### src/rtl/softmax_max_sub.sv
// Loads one vector of FP16 scores while tracking the running max, then streams
// x_i - max (always <= 0) to the exponential stage through a registered output.
module softmax_max_sub #(
  parameter int VEC_LEN = 8
) (
  input  logic        clk,
  input  logic        resetn,
  input  logic        in_valid,
  output logic        in_ready,
  input  logic [15:0] in_data,
  output logic        out_valid,
  input  logic        out_ready,
  output logic [15:0] out_data,
  output logic        out_last,
  output logic        busy
);
  localparam int CNT_W = $clog2(VEC_LEN) + 1;
  localparam int IDX_W = $clog2(VEC_LEN);
  localparam logic [CNT_W-1:0] LAST = CNT_W'(VEC_LEN - 1);
  localparam logic [CNT_W-1:0] FULL = CNT_W'(VEC_LEN);

  typedef enum logic {LOAD, DRAIN} state_t;

  state_t           state_q, state_d;
  logic [CNT_W-1:0] wr_cnt, rd_cnt;
  logic [15:0]      max_q;
  logic [15:0]      vbuf [VEC_LEN];
  logic [15:0]      rd_data, sub_res;
  logic             accept, out_load, last_hs;

  // Monotonic unsigned key for FP16 ordering; +0 ranks above -0.
  function automatic logic [15:0] key(input logic [15:0] x);
    return x[15] ? ~x : {1'b1, x[14:0]};
  endfunction

  // FP16 x - y, round to nearest even; any zero result is +0.
  function automatic logic [15:0] fp_sub(input logic [15:0] x, input logic [15:0] y);
    logic [15:0] yn, a, b, r;
    logic [4:0]  ea, eb, d, cap, shl;
    logic [10:0] ma, mb;
    logic [42:0] sh;
    logic [13:0] ax, bx, n;
    logic [14:0] s, pk;
    logic [5:0]  e;
    logic [3:0]  lz;
    logic        rup;
    yn = {~y[15], y[14:0]};
    if (x[14:0] >= yn[14:0]) begin a = x; b = yn; end
    else begin a = yn; b = x; end
    ea = (a[14:10] == 5'd0) ? 5'd1 : a[14:10];
    eb = (b[14:10] == 5'd0) ? 5'd1 : b[14:10];
    ma = {|a[14:10], a[9:0]};
    mb = {|b[14:10], b[9:0]};
    d  = ea - eb;
    // Align the smaller operand keeping guard, round and a sticky bit.
    sh = {mb, 32'd0} >> d;
    bx = {sh[42:30], |sh[29:0]};
    ax = {ma, 3'b000};
    s  = (a[15] ^ b[15]) ? ({1'b0, ax} - {1'b0, bx}) : ({1'b0, ax} + {1'b0, bx});
    lz = 4'd0;
    for (int i = 0; i < 14; i++) if (s[i]) lz = 4'(13 - i);
    n   = s[13:0];
    e   = {1'b0, ea};
    cap = ea - 5'd1;
    shl = 5'd0;
    if (s[14]) begin
      n = {s[14:2], s[1] | s[0]};
      e = {1'b0, ea} + 6'd1;
    end else begin
      // Normalise no further than the subnormal exponent.
      shl = ({1'b0, lz} < cap) ? {1'b0, lz} : cap;
      n   = s[13:0] << shl;
      e   = {1'b0, ea} - {1'b0, shl};
    end
    rup = n[2] & (n[1] | n[0] | n[3]);
    // Exponent/fraction added as one field so rounding carries propagate to Inf.
    pk  = {(n[13] ? e[4:0] : 5'd0), n[12:3]} + {14'd0, rup};
    if (s == 15'd0)       r = 16'h0000;
    else if (e >= 6'd31)  r = {a[15], 15'h7C00};
    else                  r = {a[15], pk};
    return r;
  endfunction

  assign accept   = in_valid && in_ready;
  assign last_hs  = out_valid && out_ready && out_last;
  assign out_load = (state_q == DRAIN) && (rd_cnt < FULL) && (!out_valid || out_ready);
  assign rd_data  = vbuf[IDX_W'(rd_cnt)];
  assign sub_res  = fp_sub(rd_data, max_q);

  always_ff @(posedge clk) begin
    if (!resetn) state_q <= LOAD;
    else         state_q <= state_d;
  end

  always_comb begin
    state_d = state_q;
    case (state_q)
      LOAD:    if (accept && wr_cnt == LAST) state_d = DRAIN;
      DRAIN:   if (last_hs)                  state_d = LOAD;
      default: state_d = LOAD;
    endcase
  end

  always_comb begin
    in_ready = (state_q == LOAD);
    busy     = (state_q == DRAIN);
  end

  always_ff @(posedge clk) begin
    if (accept) vbuf[IDX_W'(wr_cnt)] <= in_data;
  end

  always_ff @(posedge clk) begin
    if (!resetn) begin
      wr_cnt    <= '0;
      rd_cnt    <= '0;
      max_q     <= 16'h0000;
      out_valid <= 1'b0;
      out_data  <= 16'h0000;
      out_last  <= 1'b0;
    end else begin
      if (accept) begin
        wr_cnt <= (wr_cnt == LAST) ? '0 : wr_cnt + 1'b1;
        if (wr_cnt == '0 || key(in_data) > key(max_q)) max_q <= in_data;
        if (wr_cnt == LAST) rd_cnt <= '0;
      end
      if (last_hs) begin
        out_valid <= 1'b0;
        out_last  <= 1'b0;
      end else if (out_load) begin
        out_data  <= sub_res;
        out_valid <= 1'b1;
        out_last  <= (rd_cnt == LAST);
        rd_cnt    <= rd_cnt + 1'b1;
      end
    end
  end
endmodule

### config.mk
export PLATFORM = sky130hd
export DESIGN_NAME = softmax_max_sub
export DESIGN_NICKNAME = d
export VERILOG_FILES = /design/src/rtl/softmax_max_sub.sv
export SDC_FILE = /design/constraint.sdc
export NUM_CORES = 1
export LEC_CHECK = 0
export BUFFER_PORTS_ARGS = -buffer_cell sky130_fd_sc_hd__buf_2
export CAP_MARGIN = 0
export CORE_ASPECT_RATIO = 1.2
export CORE_UTILIZATION = 39
export CTS_BUF_LIST = sky130_fd_sc_hd__clkbuf_16
export CTS_CLUSTER_DIAMETER = 100
export DETAILED_ROUTE_END_ITERATION = 7
export GPL_TIMING_DRIVEN = 0
export MAX_ROUTING_LAYER = met4
export PLACE_DENSITY = 0.59
export SLEW_MARGIN = 20
export SYNTH_ARGS = -nofsm -noshare
export SYNTH_HDL_FRONTEND = slang
export SYNTH_SLANG_ARGS = --single-unit
### constraint.sdc
create_clock -name clk -period 15.5 [get_ports clk]
set_clock_uncertainty 0.15 [all_clocks]
set_input_delay 1.55 -clock clk [delete_from_list [all_inputs] [get_ports clk]]
set_output_delay 1.55 -clock clk [all_outputs]
set_load 0.03 [all_outputs]
# ---- Word level (Yosys, flattened, before mapping)
# Memories as Yosys holds them, arrays and structs flattened. A register that Yosys moved wholly into a read port is not among the register bits.
# Cells that the tools add are included.
dict set report word_totals {
  rom_bits 0
  wordCells 94
  mem_bits_rw 128
  latchBits 0
  n_memories 1
  ff_bits 43
}
dict set report op_classes {
  magnitude_cmp 5
  n_shift 2
  multipliers 0
  div_mod_pow 0
  mux 38
  n_eq_ne 2
  add_sub_neg 9
  bitwise 11
  n_reduce_logical 19
}
# name depth width rd rd_clocked_by_memory_dff wr line
set memory_table {}
lappend memory_table {vbuf 8 16 1 1 1 27} ;# logic [15:0] vbuf [VEC_LEN];
# operator n
set op_table {}
lappend op_table {{two-way mux 16 bit} 5}
lappend op_table {{two-way mux 4 bit} 19}
lappend op_table {{right shift 43 x 5 -> 43 bit} 1}
lappend op_table {{NOT 16 bit} 2}
lappend op_table {{two-way mux 15 bit} 2}
lappend op_table {{OR reduction 30 bit} 1}
lappend op_table {{two-way mux 5 bit} 4}
lappend op_table {{> comparator 16 bit} 1}
lappend op_table {{adder 14 x 14 -> 15 bit} 1}
lappend op_table {{adder 15 x 1 -> 15 bit} 1}
lappend op_table {{>= comparator 15 bit} 1}
lappend op_table {{logical NOT 15 bit} 1}
lappend op_table {{subtractor 14 x 14 -> 15 bit} 1}
lappend op_table {{two-way mux 14 bit} 1}
lappend op_table {{left shift 14 x 5 -> 14 bit} 1}
lappend op_table {{logical NOT 5 bit} 2}
lappend op_table {{OR reduction 5 bit} 2}
lappend op_table {{adder 4 x 1 -> 4 bit (second input constant)} 2}
lappend op_table {{== test 4 x 3 -> 1 bit (second input constant)} 2}
lappend op_table {{adder 5 x 1 -> 6 bit (second input constant)} 1}
lappend op_table {{>= comparator 6 x 5 -> 1 bit (second input constant)} 1}
lappend op_table {{logical AND 1 bit} 6}
lappend op_table {{two-way mux 6 bit} 1}
lappend op_table {{subtractor 5 x 5 -> 6 bit} 1}
lappend op_table {{other kinds (16)} 26}

# ---- Depth between registers and ports, before layout
dict set report depth {
  depth_word 33
  ltp_mapped 71
  depth_no_buf 65
}

# ---- Worst setup path before layout
# Ideal clock, no wire load.
dict set report synth_path {
  path_type {flip-flop to flip-flop}
  startpoint {register rd_cnt[1]}
  endpoint {register out_data[10]}
  synth_period_minus_slack_ps 13361
  stages_incl_launch_ff 67
  n_path_buf 8
  required_ps 15234
  arrival_time_ps 13095
  slack_ps 2139
  setup_time_ps 116
  cell_sequence {dfxtp_1 buf_4 buf_6 buf_2 buf_2 mux4_2 nand2_1 nand2_1 ha_1 nand4_1 or2_2 o21ai_2 buf_2 buf_2 mux2i_1 inv_1 nor2_1 nand2_1 [31 not listed] inv_1 a31oi_4 o211ai_2 nand2_2 inv_2 ha_1 xnor2_1 nor2_1 ha_1 a31oi_1 nand2_1 a21o_1 a21oi_1 xnor2_1 nand2_1 or4bb_1 mux2i_1 nor2_1}
}
dict set report synth_between {
  elab_chain_cells 4
}
# item line
set synth_lines {}
lappend synth_lines {{from (decl)} 25} ;# logic [CNT_W-1:0] wr_cnt, rd_cnt;
lappend synth_lines {{from (signal assigned)} 134} ;# rd_cnt <= rd_cnt + 1'b1;
lappend synth_lines {{< comparator 4 bit} 86} ;# assign out_load = (state_q == DRAIN) && (rd_cnt < FULL) && (!out_valid || out_ready);
lappend synth_lines {{logical AND 1 bit (2 in a row)} 86}
lappend synth_lines {{AND reduction 2 bit (no line)} -}
lappend synth_lines {{to (signal assigned)} 131} ;# out_data <= sub_res;
lappend synth_lines {{to (decl)} 13} ;# output logic [15:0] out_data,
# Every way passes these cells.
# A chain may end at the register's enable or synchronous reset.

# ---- Final worst setup path
# Ends and elaborated chain as after synthesis.

==> impl_metrics.tcl <==
set metrics [dict create \
    drc_errors 0 \
    antenna_found_initial 0 \
    synth.area.mux_share 0.1081 \
    cp_max_fo 10 \
    fill_cells 3130 \
    clock_tree.buffer_depth 2 \
    clkTransAtPathRegs_ns 0.07 \
    synth_edf_count 128 \
    layout_min_cycle_time_ns 14.59 \
    io_pins 40 \
    max_stage_delay_ns 0.54 \
    path_class "reg -> reg" \
    p_switching_w 0.001715 \
    cts_htree_levels 4 \
    drv_cap 0 \
    numPlacedInstances 1823 \
    cp-end-kind "register" \
    irDropWorstVdd_uv 104.4 \
    yosys_warnings 0 \
    num_vias 10940 \
    syn_inst 1330 \
    timing.final.crit_share 0.9415 \
    cp-start-kind "register" \
    start_util 0.3995 \
    leakagePower_nw 5.452 \
    ys_seq_area_frac 0.3621 \
    outcome "completed" \
    dieArea_um2 34050 \
    crit_arrival_ns 14.77 \
    setup_viol 0 \
    die_x_um 168.6 \
    avgSynthCellArea_um2 9.768 \
    synth_top_family_by_area "compound AO/OA/AOI/OAI gates" \
    coreArea_um2 32520 \
    antenna_cells 0 \
    numPortBuffers 39 \
    ys.flop_type "edfxtp_1" \
    cts_sinks 171 \
    layout-drive-gt1-share 0.1680 \
    maxSlewViolCount 0 \
    globalplace.congestion 0.9579 \
    synth-xor-area-share 0.04382 \
    fin_util 0.4523 \
    p_seq_frac 0.153 \
    dp_hpwl_um 29370 \
    grt_overflow 0 \
    syn_nets 1424 \
    drtIter0Drc 851 \
    synth_compound_area_frac 0.2055 \
    area_growth_pct 13.21 \
    finalInstanceArea_um2 14710 \
    intPower_w 0.001636 \
    grt_pass1_wl_um 59340 \
    post_drt_via_cell_ratio 5.877 \
    wl_per_cell_um 20.34 \
    wirelength_um 37850 \
    cts_root_buffer "clkbuf_16" \
    async_reset_ff_frac 0 \
    clockPowerShare 0.130 \
    synth_seq_cells 171 \
    syn_area_um2 12990 \
    pre_cts_ws_ns -1.424 \
    yosys.area_share.adder 0.07185 \
    finalHoldViolCount 0 \
    grt_pass1_vias 10760 \
    min_path_type "reg -> reg" \
    switching_share 0.5118 \
    fin_ws_ns 0.9074 \
    dpl_cell_area_um2 13860 \
    rsz0062_at_grt "false" \
    crit_required_ns 15.68 \
    seqCellArea_um2 4705 \
    p_per_area_nw_per_um2 227.8 \
    groute.usage.overall 0.2310 \
    grt_max_degree 17 \
    synthDistinctLibCells 111 \
    comb_power_share 0.718 \
    fmax_ghz 0.06853 \
    fin_cells 1861 \
    fin_nets 1499 \
    slowest_stage "mux4_2" \
    num_rows 72 \
    multi_input_area_um2 7888 \
    finalPower_w 0.003351 \
    worstSkewPairLatency_ns 0.43 \
    ctsHoldBuffers 0 \
    slew_headroom 0.4226 \
    cts_tree "done" \
    synth-simple-area-share 0.1628 \
    fp.dieH_um 201.9 \
    antenna_left 0 \
    numCtsBuffers 17 \
    dr.pass1.iters 5 \
    tightest_slew_ns 0.8548 \
]
## sequential cells by signal (all words and copies together) (netlist names)
signal     flops
wr_cnt         4
out_last       1
rd_cnt         4
out_data      16
out_valid      1
max_q         16
vbuf         128
busy           1
## critical path, delay by kind of cell, from the launching register on
| family | cells | cell delay (ns) |
|---|---|---|
| adder cells (fa/ha/maj) | 6 | 1.86 |
| XOR/XNOR | 3 | 0.59 |
| flip-flops | 1 | 0.34 |
| AND/OR/NAND/NOR | 19 | 3.59 |
| AO/OA/AOI/OAI | 22 | 4.45 |
| multiplexers | 3 | 0.99 |
| buffers and inverters | 13 | 2.45 |
## what timing repair did
| item | CTS | global route |
|---|---|---|
| pin swaps | 3 | 2 |
| endpoints found under the setup margin | 15 | 15 |
| buffers inserted | 3 | 5 |
| gates resized for setup | 15 | 32 |
## per-stage QoR
stage / hold slack (ns) / TNS (ns)
floorplan: 0.3171 / 0
global placement: 0.2997 / -16.43
detailed placement: 0.3136 / -18.18
CTS: 0.3321 / 0
global route: 0.3542 / 0
finish: 0.3274 / 0
## metal layers
metal,up-vias,GRT usage,share of wire
met5,-,-,0
met3,71,0.02643,0.036
met4,0,0.08636,0.033
met1,5369,0.2742,0.42
li1,5179,-,-
met2,318,0.4007,0.51
## area by class of cell
cell class	count	area share
multi-input cells	1024	0.5363
flip-flops and latches	171	0.3199
well taps	444	0.03777
clock buffers	17	0.02892
repair buffers	57	0.02399
plain buffers	65	0.02399
inverters	69	0.01761
clock inverters	14	0.01157
## layout by cell type (no fill, tap or decap), types with 12 or more instances in the layout
master / count
a21o_1: 20
a21oi_1: 90
a22oi_1: 12
a31oi_1: 18
and2_1: 16
buf_2: 52
buf_4: 17
buf_6: 13
clkbuf_1: 24
clkbuf_16: 17
dfxtp_1: 43
edfxtp_1: 128
ha_1: 72
inv_1: 65
mux2i_1: 59
mux4_2: 26
nand2_1: 102
nand2b_1: 16
nand3_1: 29
nand4_1: 19
nor2_1: 98
nor2b_1: 31
nor3_1: 18
o211ai_1: 13
o21ai_0: 45
xnor2_1: 38
xor2_1: 20
## cells in the mapped netlist, drive strengths merged (31+ instances only)
cell,n,area (µm²)
mux2i,61,623.1
nand2,104,392.9
xnor2,41,359.1
edfxtp,128,3844
o21ai,56,291.5
inv,68,255.2
a21oi,96,503.0
ha,73,913.4
nor2b,31,193.9
nor2,108,415.4
dfxtp,43,860.8
buf,35,214.0
## logic make-up after synthesis
group / Yosys count
DFF: 171
adders and majority gates: 74
xor gates and xnor gates: 65
AOI/OAI and AO/OA: 371
muxes: 102
buffers and inverters: 135
and+or+nand+nor: 412
## final timing paths
check / to / cells past startpoint / startpoint / slack, ns
worst max-delay path: out_data[10]$_SDFFE_PN0P_ / 66 / rd_cnt[1]$_SDFF_PN0_ / 0.91
worst min-delay path: out_data[3]$_SDFFE_PN0P_ / 1 / out_data[3]$_SDFFE_PN0P_ / 0.33
worst max register to register: out_data[10]$_SDFFE_PN0P_ / 66 / rd_cnt[1]$_SDFF_PN0_ / 0.91
worst min register to register: out_data[3]$_SDFFE_PN0P_ / 1 / out_data[3]$_SDFFE_PN0P_ / 0.33
## power by group through the flow
| stage | sequential (W) | combinational, W | clock, W |
|---|---|---|---|
| floorplan | 0.000520 | 0.00172 | 0 |
| global placement | 0.000522 | 0.00227 | 0 |
| detailed placement | 0.000522 | 0.00228 | 0 |
| CTS | 0.000512 | 0.00231 | 0.000443 |
| global route | 0.000513 | 0.00261 | 0.000460 |
| finish | 0.000512 | 0.00240 | 0.000434 |
Note: power is estimated with default switching activity, not from simulation.
